**config.mk**
```make
export PLATFORM = sky130hd
export DESIGN_NAME = fdiv_pipe
export DESIGN_NICKNAME = d
export VERILOG_FILES = /design/src/rtl/fpu_pkg.sv /design/src/rtl/fround_norm.sv /design/src/rtl/fdiv_pipe.sv
export SDC_FILE = /design/constraint.sdc
export NUM_CORES = 2
export LEC_CHECK = 0
export CAP_MARGIN = 0
export CORE_UTILIZATION = 29
export CTS_CLUSTER_DIAMETER = 30
export DETAILED_ROUTE_END_ITERATION = 10
export HOLD_SLACK_MARGIN = 0.08
export MAX_ROUTING_LAYER = met4
export PLACE_DENSITY_LB_ADDON = 0.2
export SKIP_CTS_REPAIR_TIMING = 1
export SLEW_MARGIN = 20
export SYNTH_ARGS = -nofsm -noshare
export SYNTH_HDL_FRONTEND = slang
export SYNTH_SLANG_ARGS = --single-unit
```
**constraint.sdc**
```tcl
create_clock -name clk -period 9.1 [get_ports clk]
set_input_delay 0.91 -clock clk [delete_from_list [all_inputs] [get_ports clk]]
set_output_delay 0.91 -clock clk [all_outputs]
set_load 0.02 [all_outputs]
```
**src/rtl/fpu_pkg.sv**
```systemverilog
// Shared single-precision field layout, constants and special-case flags for
// the FPU datapath blocks (fdiv_pipe, fmul, ...).
package fpu_pkg;

  localparam int SIGN_BIT = 31;
  localparam int EXP_MSB  = 30;
  localparam int EXP_LSB  = 23;
  localparam int MAN_MSB  = 22;
  localparam int MAN_LSB  = 0;

  localparam int EXP_BIAS = 127;
  localparam int EXP_MAX  = 255;

  localparam logic [31:0] QNAN    = 32'h7FC0_0000;
  localparam logic [31:0] POS_INF = 32'h7F80_0000;

  // Operand classification travelling down the pipe alongside the data.
  typedef struct packed {
    logic x_zero;
    logic y_zero;
    logic x_inf;
    logic y_inf;
  } spec_t;

  function automatic logic [7:0] exp_field(input logic [31:0] f);
    return f[EXP_MSB:EXP_LSB];
  endfunction

endpackage

```
**src/rtl/fround_norm.sv**
```systemverilog
// Combinational normalize, round-to-nearest-even and exponent range check for
// a 48-bit mantissa product (1.x * 1.x). Shared by the divider and multiplier.
module fround_norm
  import fpu_pkg::*;
#(
  parameter bit ROUND_EN = 1'b1
) (
  input  logic [47:0]        i_mp,
  input  logic signed [9:0]  i_exp,
  input  logic               i_sign,
  output logic [31:0]        o_res,
  output logic               o_overflow,
  output logic               o_underflow
);

  localparam logic signed [9:0] EXP_TOP = 10'(EXP_MAX);

  logic [22:0]       w_man;
  logic              w_guard;
  logic              w_sticky;
  logic signed [9:0] w_exp_n;
  logic              w_inc;
  logic [23:0]       w_man_rnd;
  logic signed [9:0] w_exp_r;

  // NOTE: every output of an always_comb gets a default before any branch, so no latch can be inferred.
  always_comb begin
    w_man    = i_mp[45:23];
    w_guard  = i_mp[22];
    w_sticky = |i_mp[21:0];
    w_exp_n  = i_exp;
    if (i_mp[47]) begin
      w_man    = i_mp[46:24];
      w_guard  = i_mp[23];
      w_sticky = |i_mp[22:0];
      w_exp_n  = i_exp + 10'sd1;
    end
  end

  assign w_inc     = ROUND_EN & w_guard & (w_sticky | w_man[0]);
  // A carry out of the rounded mantissa leaves the fraction bits at zero.
  assign w_man_rnd = {1'b0, w_man} + 24'(w_inc);
  assign w_exp_r   = w_exp_n + (w_man_rnd[23] ? 10'sd1 : 10'sd0);

  always_comb begin
    o_res       = {i_sign, w_exp_r[7:0], w_man_rnd[22:0]};
    o_overflow  = 1'b0;
    o_underflow = 1'b0;
    if (w_exp_r >= EXP_TOP) begin
      o_res      = {i_sign, 8'hFF, 23'd0};
      o_overflow = 1'b1;
    end else if (w_exp_r <= 10'sd0) begin
      o_res       = {i_sign, 31'd0};
      o_underflow = 1'b1;
    end
  end

endmodule

```
**src/rtl/fdiv_pipe.sv**
```systemverilog
// Three-stage pipelined single-precision divider d = x * (1/y); the reciprocal
// comes from an external finv driven combinationally from inv_s.
module fdiv_pipe
  import fpu_pkg::*;
#(
  parameter bit ROUND_EN = 1'b1
) (
  input  logic        clk,
  input  logic        rstn,
  input  logic        in_valid,
  output logic        in_ready,
  input  logic [31:0] x,
  input  logic [31:0] y,
  output logic [31:0] inv_s,
  input  logic [31:0] inv_d,
  output logic        out_valid,
  input  logic        out_ready,
  output logic [31:0] d,
  output logic        overflow,
  output logic        underflow,
  output logic        div_by_zero
);

  logic w_en;
  logic w_accept;

  // Stage A: captured operands
  logic        r_a_valid;
  logic        r_a_sign;
  logic [31:0] r_a_x;
  logic [31:0] r_a_r;
  spec_t       r_a_spec;

  // Stage B: raw product and unnormalized exponent
  logic              r_b_valid;
  logic              r_b_sign;
  logic [47:0]       r_b_mp;
  logic signed [9:0] r_b_exp;
  spec_t             r_b_spec;

  // Stage C: registered outputs
  logic        r_out_valid;
  logic [31:0] r_d;
  logic        r_ovf;
  logic        r_unf;
  logic        r_dbz;

  logic [47:0]       w_mp;
  logic signed [9:0] w_exp;
  logic [31:0]       w_rn_res;
  logic              w_rn_ovf;
  logic              w_rn_unf;
  logic [31:0]       w_d;
  logic              w_ovf;
  logic              w_unf;
  logic              w_dbz;

  // One global enable: the whole pipe freezes while a result waits at the output.
  assign w_en     = !r_out_valid | out_ready;
  assign w_accept = in_valid & w_en;
  assign in_ready = w_en;
  assign inv_s    = y;

  assign w_mp  = 48'({1'b1, r_a_x[MAN_MSB:MAN_LSB]}) * 48'({1'b1, r_a_r[MAN_MSB:MAN_LSB]});
  assign w_exp = $signed({2'b00, exp_field(r_a_x)}) + $signed({2'b00, exp_field(r_a_r)})
               - $signed(10'(EXP_BIAS));

  fround_norm #(.ROUND_EN(ROUND_EN)) u_round (
    .i_mp        (r_b_mp),
    .i_exp       (r_b_exp),
    .i_sign      (r_b_sign),
    .o_res       (w_rn_res),
    .o_overflow  (w_rn_ovf),
    .o_underflow (w_rn_unf)
  );

  always_comb begin
    w_d   = w_rn_res;
    w_ovf = w_rn_ovf;
    w_unf = w_rn_unf;
    w_dbz = 1'b0;
    if (r_b_spec.y_zero && r_b_spec.x_zero) begin
      w_d   = QNAN;
      w_ovf = 1'b0;
      w_unf = 1'b0;
      w_dbz = 1'b1;
    end else if (r_b_spec.y_zero) begin
      w_d   = {r_b_sign, POS_INF[30:0]};
      w_ovf = 1'b0;
      w_unf = 1'b0;
      w_dbz = 1'b1;
    end else if (r_b_spec.x_zero || r_b_spec.y_inf) begin
      w_d   = {r_b_sign, 31'd0};
      w_ovf = 1'b0;
      w_unf = 1'b0;
    end else if (r_b_spec.x_inf) begin
      w_d   = {r_b_sign, POS_INF[30:0]};
      w_ovf = 1'b0;
      w_unf = 1'b0;
    end
  end

  // Control and visible outputs: these carry the synchronous reset.
  always_ff @(posedge clk) begin
    if (!rstn) begin
      r_a_valid   <= 1'b0;
      r_b_valid   <= 1'b0;
      r_out_valid <= 1'b0;
      r_d         <= 32'd0;
      r_ovf       <= 1'b0;
      r_unf       <= 1'b0;
      r_dbz       <= 1'b0;
    end else if (w_en) begin
      r_a_valid   <= w_accept;
      r_b_valid   <= r_a_valid;
      r_out_valid <= r_b_valid;
      if (r_b_valid) begin
        r_d   <= w_d;
        r_ovf <= w_ovf;
        r_unf <= w_unf;
        r_dbz <= w_dbz;
      end
    end
  end

  // NOTE: datapath registers have no reset; the valid bits alone decide whether their contents matter.
  always_ff @(posedge clk) begin
    if (w_en) begin
      r_a_x           <= x;
      r_a_r           <= inv_d;
      r_a_sign        <= x[SIGN_BIT] ^ inv_d[SIGN_BIT];
      r_a_spec.x_zero <= exp_field(x) == 8'd0;
      r_a_spec.y_zero <= exp_field(y) == 8'd0;
      r_a_spec.x_inf  <= exp_field(x) == 8'(EXP_MAX);
      r_a_spec.y_inf  <= exp_field(y) == 8'(EXP_MAX);
      r_b_mp          <= w_mp;
      r_b_exp         <= w_exp;
      r_b_sign        <= r_a_sign;
      r_b_spec        <= r_a_spec;
    end
  end

  assign out_valid   = r_out_valid;
  assign d           = r_d;
  assign overflow    = r_ovf;
  assign underflow   = r_unf;
  assign div_by_zero = r_dbz;

endmodule

```
==> reports/metrics.cfg <==
[worst_setup_path]
worst-path-buf-inv = 7
crit_path_end_kind = register
critPathKind = reg -> reg
crit_required_ns = 9.35
worst_setup_path_start_kind = register
cpPeakStageDelay_ns = 1.10
critPathTopFamily = adder cells
crit_fanout = 24
cp_slowest_cell = edfxtp_1
crit_arrival_ns = 8.39

[finish]
layout-drive-gt1-share_pct = 3.86
nNetsFinal = 3537
insertedDiodeCount = 0
area_growth_syn_to_layout_pct = 11.4

[timing]
slew_headroom_pct = 25.7
report.final.hold_viol_count = 0
fin_crit_sh_pct = 89.5
period_minus_slack_ns = 8.14
finalSetupTns_ns = 0
finClkSkew_ns = 0.0390
report.final.slew_viol_count = 0
worstMarginPinSlew_ns = 1.12
max_freq_ghz = 0.123
rsz0062_at_grt = false
setup_viol = 0

[grt]
busiest_layer = met2
grt.total_usage_pct = 18.0
grt_pass1_vias = 19800
use_met1_pct = 22.9
grt_start_max_net_pins = 57
use_met3_pct = 3.20
grt_pass1_wl_um = 119000
globalRouteOverflowTotal = 0
met2_usage_pct = 28.9
antenna_found_initial = 1

[synth]
synthesis.instances = 2721
ys_ff_latch = 168
synth.distinct_cells = 74
synth_nets = 3496
ys_warn_count = 0
synth.area.top_cells = fa_1 (37%), edfxtp_1 (15%), ha_1 (9.2%)
synth_commonest_cells = inv_1 (594), fa_1 (483), nand2_1 (330), and2_1 (251), ha_1 (192)
ys_dominant_reg_cell = edfxtp_1
synth_top_area_share_pct = 37.0
yosysMostFrequentCell = inv_1
synth-edff-count = 130
async_reset_ff_share_pct = 0
ys_seq_area_share_pct = 17.8
avgSynthCellArea_sq_um = 9.61
yosysTopAreaCell = fa_1
syn_area_sq_um = 26100

[floorplanning]
initial_core_util_pct = 29.4
row_count = 109
dieWidth_um = 302
fp.dieH_um = 302
ios = 169
die_area_sq_um = 91400
fp.coreArea_sq_um = 88800

[drt]
wl_per_cell_um = 19.5
drc = 0
vias = 18200
ant_nets = 0
routed_wl_um = 76700
drt-initial-drc-count = 921
drt-pass1-iter-count = 5
viasPerCell = 4.62

[clock_tree]
clk_pin_slew_ns = 0.11
tritoncts = yes
cts_buffer_depth = 2
cts_inserted_buffers = 17
clk_latency_ns = 0.52
cts_num_sinks = 168
htreeDepth = 4
cts-root-buf = clkbuf_16

[placed_design]
io_buffers = 120
gp_congestion = 0.909
place_hpwl_um = 61700

[job]
cap_viol_max_count = 0

[status]
status = completed

[hold_path]
min_path_type = reg -> reg

-- stage by stage --
| step | cells | hold WS, ns | instance area [sq um] | utilization, % | worst slack [ns] |
|---|---|---|---|---|---|
| floorplan | 2721 | 0.400 | 26100 | - | 2.03 |
| global placement | 3905 | 0.413 | 28500 | 32.1 | 1.03 |
| detailed placement | 3907 | 0.409 | 28500 | 32.1 | 0.889 |
| CTS | 3939 | 0.424 | 29100 | 32.8 | 0.810 |
| global route | 3940 | 0.434 | 29100 | 32.8 | 0.542 |
| finish | 3940 | 0.422 | 29100 | 32.8 | 0.959 |
-- cell type report --
class | count | area, sq um
Clock buffer | 18 | 429
Fill cell | 9060 | 59700
Sequential cell | 168 | 4660
Clock inverter | 14 | 176
Inverter | 598 | 2240
Tap cell | 1165 | 1460
Multi-Input combinational cell | 1805 | 18500
Timing Repair Buffer | 172 | 1610
-- routing by layer --
metal  vias up  routed length (um)
li1       8357                   -
met1      9273               34300
met2       480               36100
met3       106                4200
met4         0                2110
met5         -                   0
-- registers in the layout, summed over array words and instances, names as in the netlist --
register,cells
r_b_mp,48
d,32
r_a_r,31
r_a_x,31
r_b_exp,10
r_a_spec,4
r_b_spec,4
div_by_zero,1
out_valid,1
overflow,1
r_a_sign,1
r_a_valid,1
r_b_sign,1
r_b_valid,1
underflow,1
-- placed cells by master (no fill, tap or decap), types with 4 or more instances in the layout --
master,Yosys,layout
a21oi_1,77,76
a211oi_1,8,8
o211ai_1,9,9
or4_1,4,4
xor2_1,38,38
dfxtp_1,38,38
inv_1,594,594
inv_6,0,4
o21a_1,5,5
o21bai_1,8,8
o21ai_0,37,37
xnor2_1,48,48
nor2_1,92,92
fa_1,483,483
nor3_1,12,12
a21o_1,25,25
nand4_1,21,21
mux2i_1,16,16
nand2_1,330,330
nand2b_1,6,5
ha_1,192,192
nor4_1,8,8
o21ai_1,4,4
edfxtp_1,130,130
o31ai_1,4,4
clkinv_8,0,4
a32o_1,6,6
clkbuf_16,0,17
mux2_2,6,6
and2_1,251,251
a31oi_1,6,6
nand3_1,29,29
a22o_1,17,17
nor2b_1,10,10
clkdlybuf4s50_1,0,120
and3_1,8,8
buf_4,34,49
-- path summary, 6_finish.rpt --
path	startpoint	to	slack, ns	cells after the start
min	r_a_spec[1]$_DFFE_PN_	r_b_spec[1]$_DFFE_PN_	0.42	0
max reg2reg	r_a_r[5]$_DFFE_PN_	r_b_mp[47]$_DFFE_PN_	0.96	25
min reg2reg	r_a_spec[1]$_DFFE_PN_	r_b_spec[1]$_DFFE_PN_	0.42	0
max	r_a_r[5]$_DFFE_PN_	r_b_mp[47]$_DFFE_PN_	0.96	25
-- cell families (layout without fill, tap and decap cells) --
family | after synthesis | count (layout) | share of synthesized area, %
simple gates | 786 | 786 | 14.8
mux | 22 | 22 | 0.871
compound gates | 233 | 233 | 5.98
buf+inv | 748 | 802 | 11.3
flops | 168 | 168 | 17.8
xor+xnor | 89 | 89 | 3.07
fa+ha+maj | 675 | 675 | 46.2
Power is not shown: default switching activity piles up to over one toggle a cycle in this logic, so the estimate is an artifact.
